## src/rtl/sample_count_pkg.sv

```systemverilog
// Shared types and default parameters for the multi-channel sample block counter.
package sample_count_pkg;

    localparam int DEF_WIDTH  = 10;
    localparam int DEF_NUM_CH = 2;
    localparam int DEF_LEN    = 1000;

    typedef enum logic {
        COUNT = 1'b0,
        HOLD  = 1'b1
    } chan_state_t;

endpackage

```

## src/rtl/block_count_chan.sv

```systemverilog
// One counter channel: counts strobes up to a programmable block length and
// raises completion, sticky done and sticky overrun flags.
module block_count_chan
    import sample_count_pkg::*;
#(
    parameter int WIDTH       = DEF_WIDTH,
    parameter int DEFAULT_LEN = DEF_LEN
) (
    input  logic             clk,
    input  logic             rst,
    input  logic             cnt_up,
    input  logic             clear,
    input  logic             ack,
    input  logic             oneshot,
    input  logic             len_we,
    input  logic [WIDTH-1:0] len_wdata,
    output logic [WIDTH-1:0] count,
    output logic             done_pulse,
    output logic             block_done,
    output logic             overrun,
    output logic             active
);

    chan_state_t      state_q, state_d;
    logic [WIDTH-1:0] count_q, count_d;
    logic [WIDTH-1:0] len_q, len_d;
    logic             done_pulse_q, done_pulse_d;
    logic             block_done_q, block_done_d;
    logic             overrun_q, overrun_d;
    logic             active_q, active_d;
    logic             complete_s;

    // >= rather than == so a length shrunk below the current count completes on the next strobe
    assign complete_s = (state_q == COUNT) && cnt_up && (count_q >= (len_q - WIDTH'(1)));

    // Next-state decode: clear beats everything, then HOLD handling, then counting
    always_comb begin
        state_d      = state_q;
        count_d      = count_q;
        done_pulse_d = 1'b0;
        block_done_d = block_done_q;
        overrun_d    = overrun_q;
        if (len_we && (len_wdata != '0)) begin
            len_d = len_wdata;
        end else begin
            len_d = len_q;
        end
        if (clear) begin
            state_d      = COUNT;
            count_d      = '0;
            block_done_d = 1'b0;
            overrun_d    = 1'b0;
        end else if (state_q == HOLD) begin
            if (cnt_up) begin
                overrun_d = 1'b1;
            end else begin
                overrun_d = overrun_q;
            end
            if (ack) begin
                state_d      = COUNT;
                count_d      = '0;
                block_done_d = 1'b0;
            end else begin
                state_d = HOLD;
            end
        end else if (complete_s) begin
            done_pulse_d = 1'b1;
            block_done_d = 1'b1;
            if (oneshot) begin
                count_d = len_q;
                state_d = HOLD;
            end else begin
                count_d = '0;
                if (block_done_q && !ack) begin
                    overrun_d = 1'b1;
                end else begin
                    overrun_d = overrun_q;
                end
            end
        end else begin
            if (cnt_up) begin
                count_d = count_q + WIDTH'(1);
            end else begin
                count_d = count_q;
            end
            if (ack) begin
                block_done_d = 1'b0;
            end else begin
                block_done_d = block_done_q;
            end
        end
        active_d = (count_d != '0) || (state_d == HOLD);
    end

    // Channel state registers
    always_ff @(posedge clk or posedge rst) begin
        if (rst) begin
            state_q      <= COUNT;
            count_q      <= '0;
            len_q        <= WIDTH'(DEFAULT_LEN);
            done_pulse_q <= 1'b0;
            block_done_q <= 1'b0;
            overrun_q    <= 1'b0;
            active_q     <= 1'b0;
        end else begin
            state_q      <= state_d;
            count_q      <= count_d;
            len_q        <= len_d;
            done_pulse_q <= done_pulse_d;
            block_done_q <= block_done_d;
            overrun_q    <= overrun_d;
            active_q     <= active_d;
        end
    end

    assign count      = count_q;
    assign done_pulse = done_pulse_q;
    assign block_done = block_done_q;
    assign overrun    = overrun_q;
    assign active     = active_q;

endmodule

```

## src/rtl/sample_block_counter.sv

```systemverilog
// Multi-channel sample block counter: replicates block_count_chan per channel,
// routes length writes to the addressed channel and merges busy.
module sample_block_counter
    import sample_count_pkg::*;
#(
    parameter int WIDTH       = DEF_WIDTH,
    parameter int NUM_CH      = DEF_NUM_CH,
    parameter int DEFAULT_LEN = DEF_LEN
) (
    input  logic                                          clk,
    input  logic                                          rst,
    input  logic [NUM_CH-1:0]                             cnt_up,
    input  logic [NUM_CH-1:0]                             clear,
    input  logic [NUM_CH-1:0]                             ack,
    input  logic [NUM_CH-1:0]                             oneshot,
    input  logic                                          len_wr,
    input  logic [((NUM_CH > 1) ? $clog2(NUM_CH) : 1)-1:0] len_ch,
    input  logic [WIDTH-1:0]                              len_wdata,
    output logic [NUM_CH*WIDTH-1:0]                       count,
    output logic [NUM_CH-1:0]                             done_pulse,
    output logic [NUM_CH-1:0]                             block_done,
    output logic [NUM_CH-1:0]                             overrun,
    output logic                                          busy
);

    localparam int CH_W = (NUM_CH > 1) ? $clog2(NUM_CH) : 1;

    logic [NUM_CH-1:0] len_we_s;
    logic [NUM_CH-1:0] active_s;

    for (genvar i = 0; i < NUM_CH; i++) begin : g_chan
        // Out-of-range channel numbers match no instance, so the write is dropped
        assign len_we_s[i] = len_wr && (len_ch == CH_W'(i));

        block_count_chan #(
            .WIDTH       (WIDTH),
            .DEFAULT_LEN (DEFAULT_LEN)
        ) u_chan (
            .clk        (clk),
            .rst        (rst),
            .cnt_up     (cnt_up[i]),
            .clear      (clear[i]),
            .ack        (ack[i]),
            .oneshot    (oneshot[i]),
            .len_we     (len_we_s[i]),
            .len_wdata  (len_wdata),
            .count      (count[i*WIDTH +: WIDTH]),
            .done_pulse (done_pulse[i]),
            .block_done (block_done[i]),
            .overrun    (overrun[i]),
            .active     (active_s[i])
        );
    end

    assign busy = |active_s;

endmodule

```

## config.mk

```make
export PLATFORM = sky130hd
export DESIGN_NAME = sample_block_counter
export DESIGN_NICKNAME = d
export VERILOG_FILES = /design/src/rtl/sample_count_pkg.sv /design/src/rtl/block_count_chan.sv /design/src/rtl/sample_block_counter.sv
export SDC_FILE = /design/constraint.sdc
export NUM_CORES = 1
export LEC_CHECK = 0
export CAP_MARGIN = 5
export CORE_MARGIN = 2
export CORE_UTILIZATION = 56
export DETAILED_ROUTE_END_ITERATION = 8
export GPL_ROUTABILITY_DRIVEN = 0
export PLACE_DENSITY = 0.81
export SYNTH_ARGS = -nofsm -noshare
export SYNTH_HDL_FRONTEND = slang
export SYNTH_SLANG_ARGS = --single-unit
```

## constraint.sdc

```tcl
create_clock -name clk -period 5.35 [get_ports clk]
set_input_delay 1.605 -clock clk [delete_from_list [all_inputs] [get_ports clk]]
set_output_delay 1.605 -clock clk [all_outputs]
set_load 0.01 [all_outputs]
```

==> run_results.csv, run 1 <==
group,metric,value,unit
drt,wl_per_cell,18.2,µm
sta,timing.final.crit_share,70.6,%
worst_setup_path,cp-end-kind,"flip-flop",
sta,relSlewSlack,34.4,%
grt,track_usage,25.8,%
placement,hpwl,6640,µm
outcome,outcome,"finished clean",
yosys,synth_common_cells,"38 x dfrtp_1, 28 x nand2_1, 24 x ha_1, 23 x nor2_1, 18 x mux2_2",
yosys,syn_area_per_cell,9.67,µm²
worst_setup_path,critPathMaxStageDelay,0.42,ns
floorplan,placementRows,28,
sta,drv_slew,0,
yosys,yosysTopAreaCell,"dfrtp_1",
final_layout,fillCellCount,490,
sta,final.setup.tns,0,ns
power_and_ir_drop,ir_drop,168,µV
drt,drtAntennaViolNets,0,
drt,drc,0,
power_and_ir_drop,power_leakage,1.66,nW
grt,grt_remaining_overflow,0,
sta,hold_viol_final,0,
worst_setup_path,path_max_fanout,9,
yosys,yosysMostFrequentCell,"dfrtp_1",
worst_setup_path,cp_top_family,"simple AND/OR/NAND/NOR gates",
min_path,min_to,"g_chan[1].u_chan.overrun$_DFFE_PP0P_",
worst_setup_path,required,5.52,ns
power_and_ir_drop,seqPwrFrac,51.2,%
sta,period_minus_slack,3.78,ns
sta,worst_clock_skew,0.00521,ns
yosys,syn_inst,363,
worst_setup_path,worst-path-buf-inv,0,
final_layout,fin_nets,448,
worst_setup_path,rr_startpoint,"g_chan[1].u_chan.len_q[4]$_DFFE_PP0P_",
floorplan,fp.dieH,83.2,µm
clock_tree,clkTransAtPathRegs,0.09,ns
worst_setup_path,critPathKind,"reg -> reg",
sta,tightest_slew,0.982,ns
power_and_ir_drop,internal-power,0.614,mW
power_and_ir_drop,swShare,31.6,%
final_layout,antenna_cells,0,
clock_tree,cts.sinks,50,
yosys,ys.flop_type,"dfrtp_1",
yosys,synthDistinctLibCells,58,
clock_tree,holdBufCountCts,0,
sta,fmax,0.265,GHz
worst_setup_path,critPathMostFrequentCell,"or3_1",
min_path,worstHoldPathCells,2,
floorplan,start_util,58.6,%
clock_tree,cts_tree,"done",
floorplan,ios,49,
power_and_ir_drop,p_switching,0.283,mW
drt,via_per_inst,6.39,
yosys,synth_top_area_share,27.1,%
final_layout,postLayoutCoreUtil,68.1,%
clock_tree,clk_latency,0.30,ns
power_and_ir_drop,powerDensity,220,mW/mm²
worst_setup_path,cp.arrival,3.95,ns
floorplan,die_area,0.00692,mm²
yosys,ys_seq_elements,50,
power_and_ir_drop,combPwrFrac,24.2,%
yosys,synth.net_count,409,
grt,grt_max_degree,51,
yosys,synth-edff-count,0,
clock_tree,cts_buffer_depth,2,
placement,io_buffers,48,
worst_setup_path,crit_chain,"or3_1 -> or3_1 -> or3_1 -> nor3_1 -> xnor2_1 -> ha_1 -> a21oi_1 -> o21ai_0 -> a31o_2 -> o21ai_0 -> a211oi_1 -> nor3_1 -> nand4_1",
yosys,async_flop_share,100,%
floorplan,die_w,83.2,µm
yosys,synth_area_leaders,"dfrtp_1 27%, dfstp_2 9.0%, ha_1 8.6%",
worst_setup_path,r2r-end,"g_chan[1].u_chan.active$_DFF_PP0_",
clock_tree,cts_resized,0,
grt,antenna_found_initial,0,
clock_tree,post-cts-setup-buffer-count,0,
sta,rsz0062_at_grt,"no",
yosys,ys_seq_area_share,36.1,%
job,cap_viol_max_count,0,
final_layout,syn_to_final_growth,16.3,%
power_and_ir_drop,power.share.clock,24.6,%
min_path,hold_start,"g_chan[1].u_chan.overrun$_DFFE_PP0P_",
drt,drtPass1Iterations,5,
worst_setup_path,rr_worst_depth,13,
clock_tree,cts-root-buf,"clkbuf_8",
drt,vias,3053,
grt,grt_pass1_wl,14600,µm
placement,place_area,0.00399,mm²
worst_setup_path,ff2ff_setup_slack,1.57,ns
worst_setup_path,slowest_stage,"dfrtp_1",
yosys,synth_warnings,0,
drt,first_iter_violations,184,
final_layout,drive_gt1_share,13.9,%
floorplan,core,0.00599,mm²
sta,setup-violations-final,0,
yosys,synth_area,0.00351,mm²
drt,wirelength,8700,µm
clock_tree,cts_buffers,5,
final_layout,design_area,0.00408,mm²
worst_setup_path,start_kind,"flip-flop",
grt,first_global_vias,2926,
clock_tree,cts_max_level,2,
min_path,hold_class,"reg -> reg",
-- through the flow --
| step | setup slack, ns | std cells | hold slack, ns | total power, mW |
|---|---|---|---|---|
| after floorplan | 1.94 | 363 | 0.473 | 0.604 |
| after global placement | 1.48 | 470 | 0.508 | 0.672 |
| after detailed placement | 1.35 | 470 | 0.517 | 0.681 |
| after CTS | 1.58 | 478 | 0.544 | 0.900 |
| after global routing | 1.32 | 478 | 0.590 | 0.949 |
| final | 1.57 | 478 | 0.540 | 0.897 |
-- logic make-up after synthesis --
logic type	Yosys count	share of synthesized area (%)
simple gates	128	19.1
compound gates	82	18.1
flops	50	36.1
buf+inv	29	4.13
mux	26	8.05
xor+xnor	24	5.99
fa+ha+maj	24	8.55
-- worst register-to-register path: cells and delay by family, from the launching register on --
family	cells	cell delay, ns
adder cells (fa/ha/maj)	1	0.28
flip-flops	1	0.42
XOR/XNOR	1	0.16
AO/OA/AOI/OAI	5	1.25
AND/OR/NAND/NOR	6	1.58
-- final cells by class --
| class | instances | area [µm²] | area share [%] |
|---|---|---|---|
| Clock inverter | 3 | 21.3 | 0.521 |
| Clock buffer | 5 | 68.8 | 1.69 |
| Multi-Input combinational cell | 284 | 2100 | 51.4 |
| Tap cell | 75 | 93.8 | 2.30 |
| Timing Repair Buffer | 49 | 488 | 12.0 |
| Sequential cell | 50 | 1270 | 31.0 |
| Inverter | 12 | 45.0 | 1.10 |
-- sequential cells by signal, indices dropped and copies added, names as in the netlist --
name	count
g_chan.u_chan.count	20
g_chan.u_chan.len_q	20
g_chan.u_chan.overrun	2
g_chan.u_chan.active	2
g_chan.u_chan.done_pulse	2
g_chan.u_chan.block_done	2
g_chan.u_chan.state_q	2
-- placed cells by master (no fill, tap or decap), drive strengths merged, types with 2 or more instances in the layout --
cell type,instances
clkdlybuf4s50,48
nor3,12
xnor2,16
clkbuf,5
xor2,8
inv,12
dfrtp,38
ha,24
or2,2
a2bb2oi,3
dfstp,12
a21oi,19
and4,2
clkinv,2
nor4,5
and3,4
o31ai,6
nand2,28
a41oi,2
a211oi,6
o21ai,11
and2,5
a21o,3
a211o,2
a31oi,7
nor2,23
or3,7
nor2b,4
a221oi,4
o2111ai,3
nand2b,5
o211ai,4
nand3,17
mux2i,8
nand4,11
mux2,18
-- routing by layer --
| metal | wire length [µm] | vias up | global-route usage (%) |
|---|---|---|---|
| li1 | - | 1438 | - |
| met1 | 3800 | 1443 | 35.4 |
| met2 | 4100 | 146 | 42.5 |
| met3 | 611 | 26 | 4.08 |
| met4 | 182 | 0 | 7.15 |
| met5 | 0 | - | 0 |
-- worst max-delay path by stage --
stage | start | endpoint | slack, ns | depth (start not counted)
4_1_cts | g_chan[1].u_chan.len_q[4]$_DFFE_PP0P_ | g_chan[1].u_chan.active$_DFF_PP0_ | 1.58 | 13
3_5_place_dp | cnt_up[0] | g_chan[0].u_chan.active$_DFF_PP0_ | 1.35 | 7
6_report | g_chan[1].u_chan.len_q[4]$_DFFE_PP0P_ | g_chan[1].u_chan.active$_DFF_PP0_ | 1.57 | 13
2_1_floorplan | g_chan[1].u_chan.len_q[4]$_DFFE_PP0P_ | g_chan[1].u_chan.active$_DFF_PP0_ | 1.94 | 14
5_1_grt | g_chan[1].u_chan.len_q[4]$_DFFE_PP0P_ | g_chan[1].u_chan.active$_DFF_PP0_ | 1.32 | 13
3_3_place_gp | cnt_up[0] | g_chan[0].u_chan.active$_DFF_PP0_ | 1.48 | 7
-- power groups by stage --
stage	combinational [mW]	clock (mW)	sequential [mW]
finish	0.217	0.221	0.459
global route	0.241	0.244	0.463
CTS	0.216	0.225	0.458
detailed placement	0.215	0	0.465
global placement	0.207	0	0.464
floorplan	0.153	0	0.451
No activity file was read; power rests on OpenSTA's default activity.
==> inputs of run 2 (changes only) <==
--- a/config.mk
+++ b/config.mk
@@ -7,10 +7,10 @@
 export LEC_CHECK = 0
 export CAP_MARGIN = 5
 export CORE_MARGIN = 2
-export CORE_UTILIZATION = 56
+export CORE_UTILIZATION = 55
 export DETAILED_ROUTE_END_ITERATION = 8
 export GPL_ROUTABILITY_DRIVEN = 0
-export PLACE_DENSITY = 0.81
+export PLACE_DENSITY = 0.8
 export SYNTH_ARGS = -nofsm -noshare
 export SYNTH_HDL_FRONTEND = slang
 export SYNTH_SLANG_ARGS = --single-unit
==> constraint.sdc (replaced) <==
create_clock -name clk -period 4 [get_ports clk]
set_input_delay 1.2 -clock clk [delete_from_list [all_inputs] [get_ports clk]]
set_output_delay 1.2 -clock clk [all_outputs]
set_load 0.01 [all_outputs]
==> run_results.csv, run 2 (same netlist as run 1, synthesis figures left out) <==
group,metric,value,unit
power_and_ir_drop,powerDensity,323,mW/mm²
power_and_ir_drop,p_switching,0.392,mW
sta,relSlewSlack,29.7,%
drt,via_per_inst,6.46,
placement,io_buffers,48,
floorplan,core,0.00628,mm²
clock_tree,cts_buffers,5,
power_and_ir_drop,power.share.clock,32.1,%
grt,antenna_found_initial,0,
grt,grt_pass1_wl,15100,µm
worst_setup_path,start_kind,"flip-flop",
grt,busiest_layer,"met2",
grt,first_global_vias,3161,
final_layout,mostFrequentLayoutCells,"48 x clkdlybuf4s50_1, 38 x dfrtp_1, 28 x nand2_1",
clock_tree,clk_latency,0.30,ns
sta,period_minus_slack,3.73,ns
clock_tree,cts_buffer_depth,2,
sta,fmax,0.268,GHz
drt,wirelength,8970,µm
clock_tree,cts.sinks,50,
final_layout,final_common_cell,"clkdlybuf4s50_1",
sta,rsz0062_at_grt,"no",
final_layout,antenna_cells,0,
final_layout,fin_nets,452,
grt,use_met3,5.24,%
sta,setup-violations-final,0,
final_layout,design_area,0.00417,mm²
power_and_ir_drop,seqPwrFrac,45.7,%
placement,hpwl,6650,µm
floorplan,fp.dieH,83.9,µm
drt,drtAntennaViolNets,0,
final_layout,syn_to_final_growth,18.7,%
power_and_ir_drop,combPwrFrac,22.2,%
drt,first_iter_violations,210,
power_and_ir_drop,ir_drop,278,µV
placement,place_area,0.00403,mm²
clock_tree,cts_max_level,2,
power_and_ir_drop,power_leakage,1.70,nW
clock_tree,post-cts-setup-buffer-count,0,
drt,vias,3126,
sta,timing.final.crit_share,93.2,%
min_path,hold_class,"reg -> reg",
clock_tree,clkTransAtPathRegs,0.10,ns
sta,drv_slew,0,
worst_setup_path,critPathKind,"reg -> reg",
grt,grt_max_degree,51,
power_and_ir_drop,swShare,29.2,%
power_and_ir_drop,internal-power,0.952,mW
sta,worst_clock_skew,0.00855,ns
sta,final.setup.tns,0,ns
clock_tree,cts-root-buf,"clkbuf_8",
drt,wl_per_cell,18.5,µm
floorplan,die_w,83.9,µm
job,cap_viol_max_count,0,
grt,track_usage,26.5,%
drt,drtPass1Iterations,5,
power_and_ir_drop,p_total,1.34,mW
worst_setup_path,cp.arrival,3.91,ns
worst_setup_path,path_max_fanout,6,
clock_tree,cts_tree,"done",
grt,grtUsageMet1,33.0,%
floorplan,ios,49,
grt,grt_remaining_overflow,0,
grt,grtUsageMet2,44.9,%
drt,drc,0,
sta,tightest_slew,1.05,ns
floorplan,start_util,55.9,%
sta,hold_viol_final,0,
outcome,outcome,"finished clean",
floorplan,die_area,0.00704,mm²
worst_setup_path,cp-end-kind,"flip-flop",
worst_setup_path,required,4.18,ns
floorplan,placementRows,29,
final_layout,drive_gt1_share,15.0,%
## run 2: cell count changes in the layout (fill, tap and decap cells not counted), sizes merged
cell,previous run,this run
buf,1,5
bufinv,0,2
clkinv,2,1
clkinvlp,1,0
## run 2: metal layers
layer,up-vias,routed length (µm)
met5,-,0
met4,0,176
met3,23,650
met2,165,4430
met1,1491,3710
li1,1447,-
## run 2: through the flow
step,hold WS [ns],setup WS (ns),utilization [%],cells
after floorplan,0.473,0.593,-,363
after global placement,0.508,0.420,64.1,476
after detailed placement,0.519,0.285,64.1,476
after CTS,0.543,0.268,66.3,484
after global routing,0.574,0.0155,66.4,484
final,0.542,0.270,66.4,484
## run 2: repair_timing
item	CTS	global route
gates resized for setup	0	2
hold buffers	0	0
setup endpoints to repair	0	1
endpoints found under the hold margin	0	0
## run 2: layout make-up
cell class / instances / area (µm²)
Clock buffer: 5 / 68.8
Clock inverter: 3 / 68.8
Fill cell: 494 / 2110
Inverter: 12 / 45.0
Multi-Input combinational cell: 284 / 2110
Sequential cell: 50 / 1270
Tap cell: 77 / 96.3
Timing Repair Buffer: 53 / 518
## run 2: worst max-delay path, cell delays in order, from the launching register on
cell and delay (ns):
dfrtp_1 0.43, or3_1 0.41, or3_1 0.33, or3_1 0.35, nor3_1 0.19, xnor2_1 0.10, ha_1 0.32, nand4_1 0.16
or3_1 0.48, a21oi_2 0.34, a221oi_1 0.16, nor3_1 0.22, nand4_1 0.11
## run 2: power groups by stage
stage | clock network, mW | registers (mW) | logic [mW]
finish | 0.431 | 0.615 | 0.299
global route | 0.457 | 0.620 | 0.330
detailed placement | 0 | 0.623 | 0.294
global placement | 0 | 0.620 | 0.283
CTS | 0.437 | 0.614 | 0.297
floorplan | 0 | 0.603 | 0.204
## run 2: worst paths after layout
| check | startpoint | endpoint | slack [ns] | depth (start not counted) |
|---|---|---|---|---|
| max in group asynchronous | rst | g_chan[1].u_chan.len_q[0]$_DFFE_PP0P_ | 1.88 | 2 |
| worst min-delay path | g_chan[1].u_chan.overrun$_DFFE_PP0P_ | g_chan[1].u_chan.overrun$_DFFE_PP0P_ | 0.54 | 2 |
| worst max-delay path | g_chan[1].u_chan.len_q[4]$_DFFE_PP0P_ | g_chan[1].u_chan.active$_DFF_PP0_ | 0.27 | 12 |
| worst min register to register | g_chan[1].u_chan.overrun$_DFFE_PP0P_ | g_chan[1].u_chan.overrun$_DFFE_PP0P_ | 0.54 | 2 |
| worst max register to register | g_chan[1].u_chan.len_q[4]$_DFFE_PP0P_ | g_chan[1].u_chan.active$_DFF_PP0_ | 0.27 | 12 |
| min in group asynchronous | rst | g_chan[1].u_chan.overrun$_DFFE_PP0P_ | 1.46 | 2 |
==> inputs of run 3 (changes only) <==
--- a/config.mk
+++ b/config.mk
@@ -7,10 +7,9 @@
 export LEC_CHECK = 0
 export CAP_MARGIN = 5
 export CORE_MARGIN = 2
-export CORE_UTILIZATION = 55
+export CORE_UTILIZATION = 35
 export DETAILED_ROUTE_END_ITERATION = 8
 export GPL_ROUTABILITY_DRIVEN = 0
-export PLACE_DENSITY = 0.8
 export SYNTH_ARGS = -nofsm -noshare
 export SYNTH_HDL_FRONTEND = slang
 export SYNTH_SLANG_ARGS = --single-unit
==> constraint.sdc (replaced) <==
create_clock -name clk -period 3.73 [get_ports clk]
set_input_delay 1.119 -clock clk [delete_from_list [all_inputs] [get_ports clk]]
set_output_delay 1.119 -clock clk [all_outputs]
set_load 0.01 [all_outputs]
==> run_results.csv, run 3 (same netlist as run 1, synthesis figures left out) <==
group,metric,value,unit
outcome,outcome,"finished clean",
clock_tree,cts_buffer_depth,2,
sta,timing.final.crit_share,94.9,%
worst_setup_path,cp.arrival,3.71,ns
min_path,worstHoldPathCells,2,
sta,worst_clock_skew,0.00824,ns
grt,grt_max_degree,23,
placement,io_buffers,48,
clock_tree,cts_max_level,2,
sta,drv_slew,0,
floorplan,fp.dieH,104,µm
grt,track_usage,17.3,%
final_layout,drive_gt1_share,18.0,%
final_layout,mostFrequentLayoutCells,"48 x clkdlybuf4s50_1, 38 x dfrtp_1, 28 x nand2_1",
final_layout,seqCellArea,0.00127,mm²
sta,tightest_slew,0.830,ns
grt,first_global_vias,3039,
min_path,hold_class,"reg -> reg",
power_and_ir_drop,powerDensity,318,mW/mm²
clock_tree,cts-root-buf,"clkbuf_8",
sta,hold_slack,0.514,ns
clock_tree,cts_tree,"done",
drt,drc,0,
floorplan,die_w,104,µm
final_layout,final_common_cell,"clkdlybuf4s50_1",
placement,dp.cells,540,
worst_setup_path,required,3.90,ns
worst_setup_path,rr_startpoint,"g_chan[1].u_chan.len_q[4]$_DFFE_PP0P_",
worst_setup_path,path_max_fanout,6,
clock_tree,clkTransAtPathRegs,0.10,ns
sta,fmax,0.282,GHz
final_layout,antenna_cells,0,
worst_setup_path,rr_worst_depth,12,
worst_setup_path,r2r-end,"g_chan[1].u_chan.active$_DFF_PP0_",
sta,hold_viol_final,0,
worst_setup_path,worstSetupStartpoint,"g_chan[1].u_chan.len_q[4]$_DFFE_PP0P_",
clock_tree,cts_buffers,5,
job,cap_viol_max_count,0,
drt,via_per_inst,5.59,
floorplan,die_area,0.0108,mm²
grt,antenna_found_initial,0,
drt,drtAntennaViolNets,0,
drt,vias,3068,
sta,relSlewSlack,44.5,%
grt,grt_remaining_overflow,0,
worst_setup_path,ff2ff_setup_slack,0.19,ns
sta,rsz0062_at_grt,"yes",
final_layout,fin_nets,461,
final_layout,syn_to_final_growth,23.2,%
worst_setup_path,critPathKind,"reg -> reg",
drt,first_iter_violations,156,
drt,wl_per_cell,16.7,µm
clock_tree,clk_latency,0.31,ns
sta,period_minus_slack,3.54,ns
grt,grt_pass1_wl,15400,µm
clock_tree,cts.sinks,50,
floorplan,core,0.00977,mm²
sta,setup-violations-final,0,
placement,hpwl,7220,µm
final_layout,fillCellCount,981,
min_path,hold_start,"g_chan[1].u_chan.overrun$_DFFE_PP0P_",
final_layout,fin_cells,549,
floorplan,placementRows,36,
power_and_ir_drop,ir_drop,156,µV
floorplan,start_util,35.9,%
floorplan,ios,49,
drt,wirelength,9180,µm
final_layout,multi_input_area,0.00215,mm²
worst_setup_path,cp-end-kind,"flip-flop",
worst_setup_path,start_kind,"flip-flop",
drt,drtPass1Iterations,4,
power_and_ir_drop,power_leakage,1.75,nW
min_path,min_to,"g_chan[1].u_chan.overrun$_DFFE_PP0P_",
==> run 3: through the flow <==
stage	instance area, µm²	util, %	setup slack [ns]	setup TNS [ns]	power, mW
2_1_floorplan	3510	-	0.323	0	0.866
3_3_place_gp	4160	42.5	0.0717	0	0.984
3_5_place_dp	4160	42.5	0.0128	0	0.990
4_1_cts	4260	43.6	0.00369	0	1.38
5_1_grt	4330	44.3	-0.00468	-0.00468	1.46
6_report	4330	44.3	0.189	0	1.38
==> run 3: area by class of cell <==
class	instances	share of cell area, %
inverters	12	1.04
repair buffers	62	13.5
flip-flops and latches	50	29.3
multi-input cells	284	49.8
well taps	133	3.85
clock inverters	2	0.839
clock buffers	6	1.68
==> run 3: worst max-delay path: stages (launching register included) <==
cell and delay, ns:
dfrtp_1 0.43, or3_1 0.42, or3_1 0.33, or3_1 0.36
nor3_2 0.14, xnor2_1 0.09, ha_1 0.31, nand4_1 0.14
or3_4 0.46, a21oi_4 0.26, mux2i_1 0.13, nor3_1 0.23
nand4_1 0.12
==> run 3: layer usage <==
| metal | vias to the layer above | GRT usage (%) | share of wire (%) |
|---|---|---|---|
| met3 | 21 | 2.82 | 5.0 |
| met1 | 1483 | 24.7 | 48 |
| met2 | 109 | 26.2 | 44 |
| li1 | 1455 | - | - |
| met5 | - | 0 | 0 |
| met4 | 0 | 6.85 | 2.8 |
==> run 3: worst max-delay path by stage <==
stage | endpoint | slack [ns] | cells past startpoint
global placement | g_chan[1].u_chan.active$_DFF_PP0_ | 0.07 | 13
finish | g_chan[1].u_chan.active$_DFF_PP0_ | 0.19 | 12
global route | g_chan[0].u_chan.active$_DFF_PP0_ | -0.005 | 12
floorplan | g_chan[1].u_chan.active$_DFF_PP0_ | 0.32 | 14
CTS | g_chan[1].u_chan.active$_DFF_PP0_ | 0.004 | 12
detailed placement | g_chan[1].u_chan.active$_DFF_PP0_ | 0.01 | 12
==> run 3: where the power goes <==
group | internal [mW] | switching [mW] | leakage [nW]
logic | 0.163 | 0.173 | 1.06
clock network | 0.201 | 0.185 | 0.0557
registers | 0.598 | 0.0567 | 0.634
==> run 3: what timing repair did <==
item                       CTS  global route
hold buffers                 0             0
resized for setup            1            11
setup endpoints to repair    1             3
pin swaps                    0             5
buffers inserted             0             1
